### config.mk
export PLATFORM = sky130hd
export DESIGN_NAME = xpt_sequencer
export DESIGN_NICKNAME = d
export VERILOG_FILES = /design/src/rtl/xpt_sequencer.sv
export SDC_FILE = /design/constraint.sdc
export NUM_CORES = 1
export LEC_CHECK = 0
export ABC_AREA = 1
export CORE_UTILIZATION = 30
export CTS_CLUSTER_DIAMETER = 100
export DETAILED_ROUTE_END_ITERATION = 10
export GPL_ROUTABILITY_DRIVEN = 0
export PLACE_DENSITY_LB_ADDON = 0.1
export SLEW_MARGIN = 20
export SYNTH_ARGS = -nofsm -noshare
export SYNTH_HDL_FRONTEND = slang
export SYNTH_SLANG_ARGS = --single-unit
### constraint.sdc
create_clock -name CLK -period 3.1 [get_ports CLK]
set_clock_uncertainty 0.1 [all_clocks]
set_input_delay 0.465 -clock CLK [delete_from_list [all_inputs] [get_ports CLK]]
set_output_delay 0.465 -clock CLK [all_outputs]
set_load 0.02 [all_outputs]
### src/rtl/xpt_sequencer.sv
// Execution-step sequencer: walks XPT from a captured first step to a captured last step,
// with wait-stalls, repeat-instruction re-entry and interrupt exit from a repeat loop.
module xpt_sequencer (
  input  logic       CLK,
  input  logic       notReset,
  input  logic       start,
  input  logic [4:0] first_xpt,
  input  logic [4:0] last_xpt,
  input  logic       repeat_op,
  input  logic       notWait,
  input  logic       B_zero,
  input  logic       int_req,
  output logic [4:0] XPT,
  output logic [4:0] notXPT,
  output logic       enable,
  output logic       busy,
  output logic       done,
  output logic       PC_Rewind,
  output logic [7:0] rep_count
);

  // state  | meaning
  // IDLE   | waiting for a valid start, XPT=0
  // RUN    | stepping XPT from first to last, decoders enabled
  // REPEAT | one-cycle re-entry of a repeat instruction, PC rewound
  // DONE   | one-cycle completion pulse, XPT=0
  typedef enum logic [1:0] {IDLE, RUN, REPEAT, DONE} state_t;

  state_t     state, state_nxt;
  logic [4:0] xpt_q, xpt_nxt;
  logic [4:0] first_q, first_nxt;
  logic [4:0] last_q, last_nxt;
  logic       rep_q, rep_nxt;
  logic       rewind_q, rewind_nxt;
  logic [7:0] cnt_q, cnt_nxt;

  always_ff @(posedge CLK) begin
    if (!notReset) begin
      state    <= IDLE;
      xpt_q    <= '0;
      first_q  <= '0;
      last_q   <= '0;
      rep_q    <= 1'b0;
      rewind_q <= 1'b0;
      cnt_q    <= '0;
    end else begin
      state    <= state_nxt;
      xpt_q    <= xpt_nxt;
      first_q  <= first_nxt;
      last_q   <= last_nxt;
      rep_q    <= rep_nxt;
      rewind_q <= rewind_nxt;
      cnt_q    <= cnt_nxt;
    end
  end

  always_comb begin
    state_nxt  = state;
    xpt_nxt    = xpt_q;
    first_nxt  = first_q;
    last_nxt   = last_q;
    rep_nxt    = rep_q;
    rewind_nxt = 1'b0;
    cnt_nxt    = cnt_q;
    case (state)
      IDLE: begin
        if (start && (first_xpt <= last_xpt)) begin
          first_nxt = first_xpt;
          last_nxt  = last_xpt;
          rep_nxt   = repeat_op;
          xpt_nxt   = first_xpt;
          cnt_nxt   = '0;
          state_nxt = RUN;
        end
      end
      RUN: begin
        if (notWait) begin
          if (xpt_q < last_q) begin
            xpt_nxt = xpt_q + 5'd1;
          end else if (rep_q && !B_zero && !int_req) begin
            rewind_nxt = 1'b1;
            state_nxt  = REPEAT;
          end else begin
            // A pending interrupt breaks the repeat loop but rewinds PC so it resumes later
            rewind_nxt = rep_q && !B_zero && int_req;
            xpt_nxt    = '0;
            state_nxt  = DONE;
          end
        end
      end
      REPEAT: begin
        xpt_nxt   = first_q;
        cnt_nxt   = (cnt_q == 8'hFF) ? cnt_q : cnt_q + 8'd1;
        state_nxt = RUN;
      end
      DONE: begin
        state_nxt = IDLE;
      end
      default: begin
        xpt_nxt   = '0;
        state_nxt = IDLE;
      end
    endcase
  end

  assign XPT       = xpt_q;
  assign notXPT    = ~xpt_q;
  assign enable    = (state == RUN);
  assign busy      = (state != IDLE);
  assign done      = (state == DONE);
  assign PC_Rewind = rewind_q;
  assign rep_count = cnt_q;

endmodule

==> reports/metrics.yaml, run 1 <==
floorplanning:
  start_util: 0.3135
  die_x_um: 78.09
  io_pins: 39
  die_area_um2: 6097
  coreArea_um2: 5540
  placementRows: 27
  die_h_um: 78.09
critical_path:
  r2r-start: "XPT[2]"
  startpoint: "state[0]"
  path_max_fanout: 4
  cp.required_ps: 2530
  worst_ep_arrival_time_ps: 1720
  critPathLaunchType: "register"
  end_kind: "output port"
  critical_path_class: "register to output port"
synth:
  synthSimpleGateAreaFrac: 0.2954
  ys_top_cells_by_count: "nand2_1 (45), inv_1 (36), a21oi_1 (31), dfxtp_1 (27), nor2_1 (26)"
  ys_ff_latch: 27
  synth-xor-area-share: 0.04035
  synth-async-reset-ratio: 0
  avgSynthCellArea_um2: 7.060
  synthMuxAreaShare: 0
  ys_top_cells_by_area: "dfxtp_1 (31%), ha_1 (11%), nand2_1 (9.7%)"
  postSynthCellCount: 246
  synth_top_family_by_area: "simple AND/OR/NAND/NOR gates"
  synth-adder-area-share: 0.1081
  synth_ff_type: "dfxtp_1"
  synthesis.area_um2: 1737
  yosysUniqueCellTypes: 31
  yosysWarningCount: 0
  yosysTopAreaCell: "dfxtp_1"
  seq_area_frac_synth: 0.3112
  syn_nets: 278
  synth_edf_count: 0
  yosysMostFrequentCell: "nand2_1"
  yosys.area.top_type_share: 0.3112
  synth_compound_gate_area_share: 0.1318
power_and_ir_drop:
  irDropWorstVdd_mv: 0.3550
  switching_share: 0.4656
  clockPowerShare: 0.123
  combPwrFrac: 0.590
  p_switching_w: 0.0007890
  power_density_nw_per_um2: 764.4
  p_leak_nw: 0.9263
  pwr-share-seq: 0.287
  power.internal_w: 0.0009057
  power_w: 0.001695
grt:
  grt_max_degree: 23
  track_usage: 0.1376
  grt_pass1_vias: 1437
  grt_pass1_wl_um: 6575
  grt-ovfl-total: 0
  antenna_found_initial: 0
route:
  post_drt_wl_per_cell_um: 11.34
  dr.pass1.iters: 4
  drcViolationCount: 0
  via_per_inst: 4.478
  ant_nets: 0
  vias: 1594
  drt_wl_total_um: 4037
  drt_iter0_markers: 64
timing:
  tightest_slew_ps: 339.0
  whs_ps: 352.9
  setup_tns_ps: 0
  fmax_mhz: 438.4
  rsz0062_at_grt: "no"
  hold_viol: 0
  finalCritPeriodShare: 0.7358
  fin_crit_ps: 2281
  slew_viol_final: 0
  slew_headroom: 0.7740
  final-setup-viol-count: 0
cts:
  cts_tree: "done"
  clkTransAtPathRegs_ps: 100
  holdBufCountCts: 0
  numCtsBuffers: 3
  postCtsSetupRepairBufs: 0
  clock_tree.root_cell: "clkbuf_8"
  post_cts_resized: 0
  cts.sinks: 27
  htree_levels: 1
  clk_latency_ps: 270
  clk_path_buf_depth: 2
placed_design:
  hpwlAfterDp_um: 3162
  portBuffers: 38
  dp_cells: 352
  placed_cell_area_um2: 2172
run:
  max_cap_violations: 0
cells_and_area:
  syn_to_final_growth_pct: 27.67
  layout-drive-gt1-share: 0.07746
  fin_area_um2: 2217
  stdcell_count: 356
  num_antenna_cells: 0
  fin_nets: 317
  fillCellCount: 607
status:
  run_status: "finished clean"
worst_hold_path:
  hold_path.class: "register to register"
  hp-start: "rep_q"
==> final cells by class <==
cell class	count	area, um2	share of cell area
repair buffers	40	395.4	0.1783
flip-flops and latches	27	540.5	0.2438
well taps	72	90.09	0.04063
clock buffers	4	45.04	0.02032
inverters	39	146.4	0.06603
multi-input cells	174	999.7	0.4509
==> stage by stage <==
stage          worst slack, ps    util
2_1_floorplan             1313       -
3_3_place_gp             644.0  0.3921
3_5_place_dp             657.0  0.3921
4_1_cts                  791.5  0.4002
5_1_grt                  725.0  0.4002
6_report                 819.1  0.4002
==> cell families after synthesis <==
| group | Yosys count |
|---|---|
| DFF | 27 |
| xor gates and xnor gates | 8 |
| AOI/OAI and AO/OA | 45 |
| adders and majority gates | 15 |
| buffers and inverters | 45 |
| and+or+nand+nor | 106 |
==> sequential cells by signal, indices dropped and copies added (netlist names) <==
register	count
rep_count	8
XPT	5
first_q	5
last_q	5
state	2
PC_Rewind	1
rep_q	1
==> worst max-delay path, stage by stage (launching register included) <==
cell and delay (ps):
dfxtp_1 380, inv_1 90, ha_1 300, inv_1 80, clkdlybuf4s50_1 590
==> power groups by stage <==
stage	Clock (W)	Sequential, W	Combinational [W]
final	0.000209	0.000487	0.000999
after global routing	0.000229	0.000499	0.00112
after CTS	0.000218	0.000489	0.00101
after detailed placement	0	0.000495	0.00101
after global placement	0	0.000497	0.00101
after floorplan	0	0.000518	0.000677
==> worst paths after layout <==
check                           endpoint  slack, ps  cells past startpoint
worst max-delay path                busy        820                      4
worst min-delay path               rep_q        350                      2
worst max register to register    XPT[2]       1210                     10
worst min register to register     rep_q        350                      2
==> cell usage in the layout (no fill, tap or decap), types with 2 or more instances in the layout <==
cell type and n:
ha_1 15, clkdlybuf4s50_1 38, inv_1 36, inv_2 3, nand2_1 45, clkbuf_8 3, nand2_4 2, nand3_1 17
xor2_1 6, nor2_1 26, o21ai_0 12, nand2_2 3, xnor2_1 2, buf_4 2, a21oi_1 31, nor2_2 2
nand4_1 2, dfxtp_1 27
==> layer usage <==
metal / wire (um) / GRT usage / up-vias
li1: - / - / 858
met1: 2081 / 0.1843 / 706
met2: 1780 / 0.2263 / 26
met3: 127 / 0.01977 / 4
met4: 47 / 0.04444 / 0
met5: 0 / 0 / -
Power figures use the tool's default switching activity.
==> run 2, diff against run 1 <==
- clock period: 3.1 -> 1.8 ns (I/O delays scaled with it)
==> reports/metrics.yaml, run 2 (synthesis results as in run 1) <==
status:
  run_status: "finished clean"  # unchanged
timing:
  slew_viol_final: 0  # unchanged
  fmax_mhz: 571.7
  final-setup-viol-count: 0  # unchanged
  rsz0062_at_grt: "yes"  # was no
  fin_crit_ps: 1749
  finalCritPeriodShare: 0.9718
  hold_viol: 0  # unchanged
  tightest_slew_ps: 340.9  # was 339.0 ps
  slew_headroom: 0.7722  # was 0.7740
cells_and_area:
  fillCellCount: 594  # was 607
  largest_reg_flops: 8  # unchanged
  fin_nets: 336  # was 317
  layout-drive-gt1-share: 0.2508  # was 0.07746
  layout_common_cells: "nand2_1 (38), inv_1 (29), a21oi_1 (28)"  # was nand2_1 (45), clkdlybuf4s50_1 (38), inv_1 (36)
  final_common_cell: "nand2_1"  # unchanged
  syn_to_final_growth_pct: 45.75  # was 27.67%
  fin_area_um2: 2531  # was 2217 um2
  num_antenna_cells: 0  # unchanged
grt:
  grt_pass1_wl_um: 7472  # was 6575 um
  grt_max_degree: 20  # was 23
  antenna_found_initial: 0  # unchanged
  grt_pass1_vias: 1641  # was 1437
  grt-ovfl-total: 0  # unchanged
  track_usage: 0.1544  # was 0.1376
route:
  ant_nets: 0  # unchanged
  drt_iter0_markers: 79  # was 64
  dr.pass1.iters: 4  # unchanged
  drt_wl_total_um: 4420  # was 4037 um
  via_per_inst: 4.544  # was 4.478
  post_drt_wl_per_cell_um: 11.79  # was 11.34 um
  drcViolationCount: 0  # unchanged
  vias: 1704  # was 1594
floorplanning:
  die_h_um: 78.09  # unchanged
  start_util: 0.3135  # unchanged
  die_x_um: 78.09  # unchanged
  die_area_um2: 6097  # unchanged
  placementRows: 27  # unchanged
  coreArea_um2: 5540  # unchanged
  io_pins: 39  # unchanged
power_and_ir_drop:
  p_leak_nw: 1.126  # was 0.9263 nW
  irDropWorstVdd_mv: 0.5940  # was 0.3550 mV
  power_density_nw_per_um2: 1343  # was 764.4 nW/um2
  power_w: 0.003399  # was 0.001695 W
critical_path:
  worst_ep_arrival_time_ps: 1380  # was 1720 ps
  critPathLaunchType: "register"  # unchanged
  path_max_fanout: 3  # was 4
  critical_path_class: "register to output port"  # unchanged
  reg2reg_depth: 10  # unchanged
  end_kind: "output port"  # unchanged
  cp.required_ps: 1430  # was 2530 ps
cts:
  htree_levels: 1  # unchanged
  clock_tree.root_cell: "clkbuf_8"  # unchanged
  cts.sinks: 27  # unchanged
  clkTransAtPathRegs_ps: 90  # was 100 ps
  clk_latency_ps: 270  # about the same
  holdBufCountCts: 0  # unchanged
  clk_path_buf_depth: 2  # unchanged
  cts_tree: "done"  # unchanged
  numCtsBuffers: 3  # unchanged
run:
  max_cap_violations: 0  # unchanged
placed_design:
  portBuffers: 38  # unchanged
  placed_cell_area_um2: 2292  # was 2172 um2
  hpwlAfterDp_um: 3375  # was 3162 um
worst_hold_path:
  hold_path.class: "input pin to register"  # was register to register
  whs_path_depth: 3  # was 2
==> run 2: worst paths after layout <==
kind | start | slack (ps) | end
worst max-delay path | XPT[3] | 50 | XPT[3]
worst min register to register | first_q[1] | 350 | first_q[1]
worst max register to register | XPT[3] | 120 | XPT[2]
worst min-delay path | last_xpt[3] | 330 | last_q[3]
==> run 2: routing by layer <==
| metal | vias up | wire length (um) | GRT usage |
|---|---|---|---|
| li1 | 903 | - | - |
| met1 | 771 | 2183 | 0.2014 |
| met2 | 28 | 2076 | 0.2614 |
| met3 | 2 | 137 | 0.03372 |
| met4 | 0 | 23 | 0.02963 |
| met5 | - | 0 | 0 |
==> run 2: repair_timing <==
| item | CTS | global route |
|---|---|---|
| endpoints found under the setup margin | 31 | 16 |
| cloned | 1 | 0 |
| resized for setup | 22 | 41 |
| buffers inserted | 2 | 0 |
| pin swaps | 7 | 13 |
==> run 2: through the flow <==
| stage | setup slack (ps) | cells | util | TNS [ps] | hold WS, ps |
|---|---|---|---|---|---|
| floorplan | 63.23 | 246 | - | 0 | 310.4 |
| global placement | -473.3 | 368 | 0.4137 | -9329 | 331.8 |
| detailed placement | -482.9 | 368 | 0.4137 | -9698 | 335.9 |
| CTS | 4.698 | 375 | 0.4327 | 0 | 325.1 |
| global route | -7.329 | 375 | 0.4569 | -7.329 | 342.1 |
| finish | 50.75 | 375 | 0.4569 | 0 | 334.0 |
==> run 2: power by group <==
part	internal (W)	switching (W)	total (W)	leakage, nW
sequential	0.000734	0.000105	0.000839	0.224
combinational	0.000928	0.00129	0.00221	0.879
clock	0.000159	0.000188	0.000347	0.0228
==> run 2: area by class of cell <==
cell class / instances / area [um2] / share of cell area
inverter: 39 / 146.4 / 0.05783
sequential: 27 / 549.3 / 0.2170
tap: 72 / 90.09 / 0.03559
multi-input combinational: 175 / 1165 / 0.4602
clock buffer: 4 / 45.04 / 0.01780
timing repair buffer: 58 / 535.5 / 0.2116
==> run 2: critical path, cell delays in order, from the launching register on <==
cell and delay (ps):
dfxtp_2 380, buf_4 130, clkdlybuf4s50_1 590
